===== src/rtl/quad_decoder.sv =====
// Quadrature decoder: two-flop synchronizers, per-channel glitch filter, Gray-phase decode and position counter.
// Define QDEC_ERR_EN to add the saturating err_count tally of illegal transitions.
module quad_decoder #(
    parameter int WIDTH = 4,
    parameter int FILT  = 2
) (
    input  logic             clk,
    input  logic             reset,
    input  logic             a,
    input  logic             b,
    input  logic             clear,
    output logic             step,
    output logic             UpDown,
    output logic [WIDTH-1:0] count,
    output logic             err
`ifdef QDEC_ERR_EN
    ,
    output logic [7:0]       err_count
`endif
);

    typedef enum logic [1:0] {
        MOVE_NONE,
        MOVE_UP,
        MOVE_DOWN,
        MOVE_ILLEGAL
    } move_t;

    localparam logic [3:0] FILT_LAST = 4'(FILT - 1);
    // The filter needs two sync stages plus FILT cycles before its state reflects the pins.
    localparam logic [4:0] ACQ_LAST  = 5'(FILT + 1);

    // Bit 1 carries channel A, bit 0 channel B throughout.
    logic [1:0] sync_s1;
    logic [1:0] sync_s2;
    logic [3:0] filt_cnt [2];
    logic [1:0] filt_state;
    logic [4:0] acq_cnt;
    logic       filt_valid;
    logic [1:0] ref_state;
    logic       ref_valid;
    logic [1:0] phase_delta;
    move_t      move;
    logic [WIDTH-1:0] count_next;

    // Map {a,b} onto a binary phase so a quadrature step becomes +1/-1 modulo 4.
    function automatic logic [1:0] phase_of(input logic [1:0] ab);
        return {ab[1], ab[1] ^ ab[0]};
    endfunction

    // NOTE: state is updated with non-blocking assignments so every flop samples pre-edge values.
    always_ff @(posedge clk or negedge reset) begin
        if (!reset) begin
            sync_s1 <= 2'b00;
            sync_s2 <= 2'b00;
        end else begin
            sync_s1 <= {a, b};
            sync_s2 <= sync_s1;
        end
    end

    // A channel moves only after the synchronized level has differed from it for FILT edges in a row.
    always_ff @(posedge clk or negedge reset) begin
        if (!reset) begin
            filt_state  <= 2'b00;
            filt_cnt[0] <= 4'd0;
            filt_cnt[1] <= 4'd0;
        end else begin
            for (int i = 0; i < 2; i++) begin
                if (sync_s2[i] == filt_state[i]) begin
                    filt_cnt[i] <= 4'd0;
                end else if (filt_cnt[i] == FILT_LAST) begin
                    filt_state[i] <= sync_s2[i];
                    filt_cnt[i]   <= 4'd0;
                end else begin
                    filt_cnt[i] <= filt_cnt[i] + 4'd1;
                end
            end
        end
    end

    always_ff @(posedge clk or negedge reset) begin
        if (!reset) begin
            acq_cnt    <= 5'd0;
            filt_valid <= 1'b0;
        end else if (!filt_valid) begin
            if (acq_cnt == ACQ_LAST) begin
                filt_valid <= 1'b1;
            end else begin
                acq_cnt <= acq_cnt + 5'd1;
            end
        end
    end

    // NOTE: combinational outputs get a default first so no latch is inferred.
    always_comb begin
        move        = MOVE_NONE;
        phase_delta = phase_of(filt_state) - phase_of(ref_state);
        if (ref_valid) begin
            case (phase_delta)
                2'd1:    move = MOVE_UP;
                2'd3:    move = MOVE_DOWN;
                2'd2:    move = MOVE_ILLEGAL;
                default: move = MOVE_NONE;
            endcase
        end
    end

    always_comb begin
        count_next = count;
        case (move)
            MOVE_UP:   count_next = count + WIDTH'(1);
            MOVE_DOWN: count_next = count - WIDTH'(1);
            default:   count_next = count;
        endcase
        if (clear) begin
            count_next = '0;
        end
    end

    // The reference always tracks the filtered state, so an illegal jump is adopted as the new origin.
    always_ff @(posedge clk or negedge reset) begin
        if (!reset) begin
            ref_state <= 2'b00;
            ref_valid <= 1'b0;
            count     <= '0;
            UpDown    <= 1'b1;
            step      <= 1'b0;
            err       <= 1'b0;
        end else begin
            ref_state <= filt_state;
            ref_valid <= filt_valid;
            step      <= (move == MOVE_UP) || (move == MOVE_DOWN);
            err       <= (move == MOVE_ILLEGAL);
            count     <= count_next;
            if (move == MOVE_UP) begin
                UpDown <= 1'b1;
            end else if (move == MOVE_DOWN) begin
                UpDown <= 1'b0;
            end
        end
    end

`ifdef QDEC_ERR_EN
    always_ff @(posedge clk or negedge reset) begin
        if (!reset) begin
            err_count <= 8'd0;
        end else if (clear) begin
            err_count <= 8'd0;
        end else if ((move == MOVE_ILLEGAL) && (err_count != 8'hFF)) begin
            err_count <= err_count + 8'd1;
        end
    end
`endif

endmodule

===== config.mk =====
export PLATFORM = sky130hd
export DESIGN_NAME = quad_decoder
export DESIGN_NICKNAME = d
export VERILOG_FILES = /design/src/rtl/quad_decoder.sv
export SDC_FILE = /design/constraint.sdc
export NUM_CORES = 1
export LEC_CHECK = 0
export CORE_ASPECT_RATIO = 0.7
export CORE_MARGIN = 2
export CORE_UTILIZATION = 30
export CTS_CLUSTER_DIAMETER = 60
export DETAILED_ROUTE_END_ITERATION = 7
export HOLD_SLACK_MARGIN = 0.12
export SLEW_MARGIN = 20
export SYNTH_ARGS = -nofsm -noshare
export SYNTH_HDL_FRONTEND = slang
export SYNTH_SLANG_ARGS = --single-unit

===== constraint.sdc =====
create_clock -name clk -period 4 [get_ports clk]
set_input_delay 0.4 -clock clk [delete_from_list [all_inputs] [get_ports clk]]
set_output_delay 0.4 -clock clk [all_outputs]
set_load 0.05 [all_outputs]

==> reports/metrics.yaml <==
setup_path:
  critPathKind: "reg2reg"
  critPathRequiredTime_ns: 4.17
  worst-path-max-fanout: 5
  timing.rr.start: "filt_state[1]"
  cp_data_arrival_time_ns: 3.38
  setup.worst_path.end_class: "flop"
  critPathLaunchType: "flop"
  startpoint: "filt_state[1]"
timing:
  fin_setup_tns_ns: 0
  finalSetupViolCount: 0
  finalMaxSlewViolations: 0
  worst_pin_slew_ns: 0.497
  final_hold_viol_count: 0
  post-route-period-util_pct: 80.4
  rsz0062_at_grt: "false"
  fmax_mhz: 311
  skew_ns: 0.00427
  slew-limit-headroom_pct: 66.8
  fin_crit_ns: 3.22
synth:
  synthTopCellsByArea: "dfrtp_1, ha_1, xnor2_1"
  synthDominantCellAreaShare_pct: 52.3
  synth_cells: 113
  synth_cell_types: 27
  yosys.area.top_type: "dfrtp_1"
  syn_area_per_cell_um2: 12.3
  synth_edf_count: 0
  ys.warnings.count: 0
  syn-num-nets: 130
  synthArstFlopShare_pct: 100
  synth_area_um2: 1390
  synth_ff_type: "dfrtp_1"
  synth-seq-cells: 30
  synth-seq-area-share_pct: 54.2
routing:
  vias_per_cell: 4.55
  wl_mm: 2.11
  firstDrtPassIters: 4
  via_count: 856
  drtIter0Drc: 62
  wl_per_cell_um: 11.2
  antenna_left: 0
  drc: 0
place:
  place_congestion: 0.787
  hpwl_mm: 1.53
  dpl_cell_area_um2: 1570
  io_buffers: 11
cts:
  cts_max_level: 2
  cts_tree: "yes"
  clk_path_buf_depth: 2
  cts_resized: 0
  clk_pin_slew_worst_paths_ns: 0.07
  post_cts_buffers: 0
  clkLatencyLatePin_ns: 0.28
  hold_buffers: 0
  clock_sinks: 30
  cts-root-buf: "clkbuf_8"
  cts_buffers: 5
grt:
  grt_overflow_total: 0
  grt_max_degree: 31
  grtUsageTotal_pct: 9.97
  grt_pass1_wl_mm: 3.84
  grt_pass1_vias: 851
  grt_antenna_before_repair: 0
die:
  core_um2: 4400
  die_width_um: 85.3
  io_pins: 12
  start_util_pct: 31.5
  die_h_um: 60.9
  placementRows: 20
  dieArea_um2: 5190
hold_path:
  hold_class: "reg2reg"
  hold_start: "sync_s1[0]"
layout:
  layout-drive-gt1-share_pct: 14.3
  syn_to_final_growth_pct: 21.3
  antenna_cells: 0
  final_area_um2: 1680
  fillers: 432
  fin_nets: 149
outcome:
  status: "finished clean"
flow_run:
  maxCapViolCount: 0
[path summary, 6_finish.rpt]
path	endpoint	slack [ns]	cells after the start
worst min-delay path	sync_s2[0]	0.35	0
min in group asynchronous	acq_cnt[3]	0.49	2
worst max register to register	count[3]	0.78	13
max in group asynchronous	UpDown	3.20	2
worst min register to register	sync_s2[0]	0.35	0
worst max-delay path	count[3]	0.78	13
[cells in the final DEF, fill, tap and decap left out, types with 3 or more instances in the layout]
master            n
dfrtp_1          29
clkbuf_8          5
nand2_1           6
inv_1             5
clkdlybuf4s50_1  11
nor2_1           15
o21ai_0           3
xnor2_1          10
mux2_2            3
xor2_1            6
nand3_1           6
ha_1             11
[layer usage]
layer,track usage (%),part of all wire [%],vias to the layer above
met5,0,0,-
met4,5.44,2.9,0
met3,4.22,6.3,7
met2,15.8,45,20
met1,11.7,46,411
li1,-,-,418
[worst max-delay path, cell delays in order, from the launching register on]
cell and delay (ns):
dfrtp_1 0.45, xnor2_1 0.17, ha_1 0.21, xnor2_1 0.14, xnor2_1 0.25, inv_1 0.08, ha_1 0.19, o21ba_4 0.27
and3_4 0.22, ha_1 0.20, nand3_1 0.17, a2111oi_4 0.32, a31o_1 0.16, mux2_4 0.29
[cells in the mapped netlist (2+ instances only)]
cell / n
nor2_1: 15
xnor2_1: 10
inv_1: 5
ha_1: 11
nand2_1: 6
dfrtp_1: 29
mux2_2: 3
xor2_1: 6
o21ai_0: 3
nand2b_1: 2
nand3_1: 6
nor2b_1: 2
[state kept, by name (all words and copies together) (netlist names), 2 cells and up]
name and flops:
filt_state 2, ref_state 2, count 4, acq_cnt 5
filt_cnt 8, sync_s2 2, sync_s1 2
[kinds of logic after synthesis]
| group | synth area share [%] |
|---|---|
| buf+inv | 1.62 |
| flops | 54.2 |
| simple gates | 12.2 |
| compound gates | 7.03 |
| xor+xnor | 10.1 |
| fa+ha+maj | 11.4 |
| mux | 3.52 |
[layout make-up]
type	count	area (um2)	share of cell area, %
Clock buffer	5	68.8	4.09
Clock inverter	3	40.0	2.38
Inverter	6	22.5	1.34
Multi-Input combinational cell	77	613	36.4
Sequential cell	30	752	44.7
Tap cell	55	68.8	4.09
Timing Repair Buffer	12	118	6.99
[metrics by stage]
stage          instances  setup slack [ns]  utilization [%]  hold slack, ns
2_1_floorplan        113              1.00                -           0.104
3_3_place_gp         180             0.940             35.7           0.332
3_5_place_dp         180             0.768             35.7           0.335
4_1_cts              188             0.763             38.2           0.350
5_1_grt              188             0.559             38.2           0.365
6_report             188             0.782             38.2           0.349
Power is left out: the tool's default activity adds up to more than one toggle a clock period on the data nets, which glitch-free logic cannot reach.
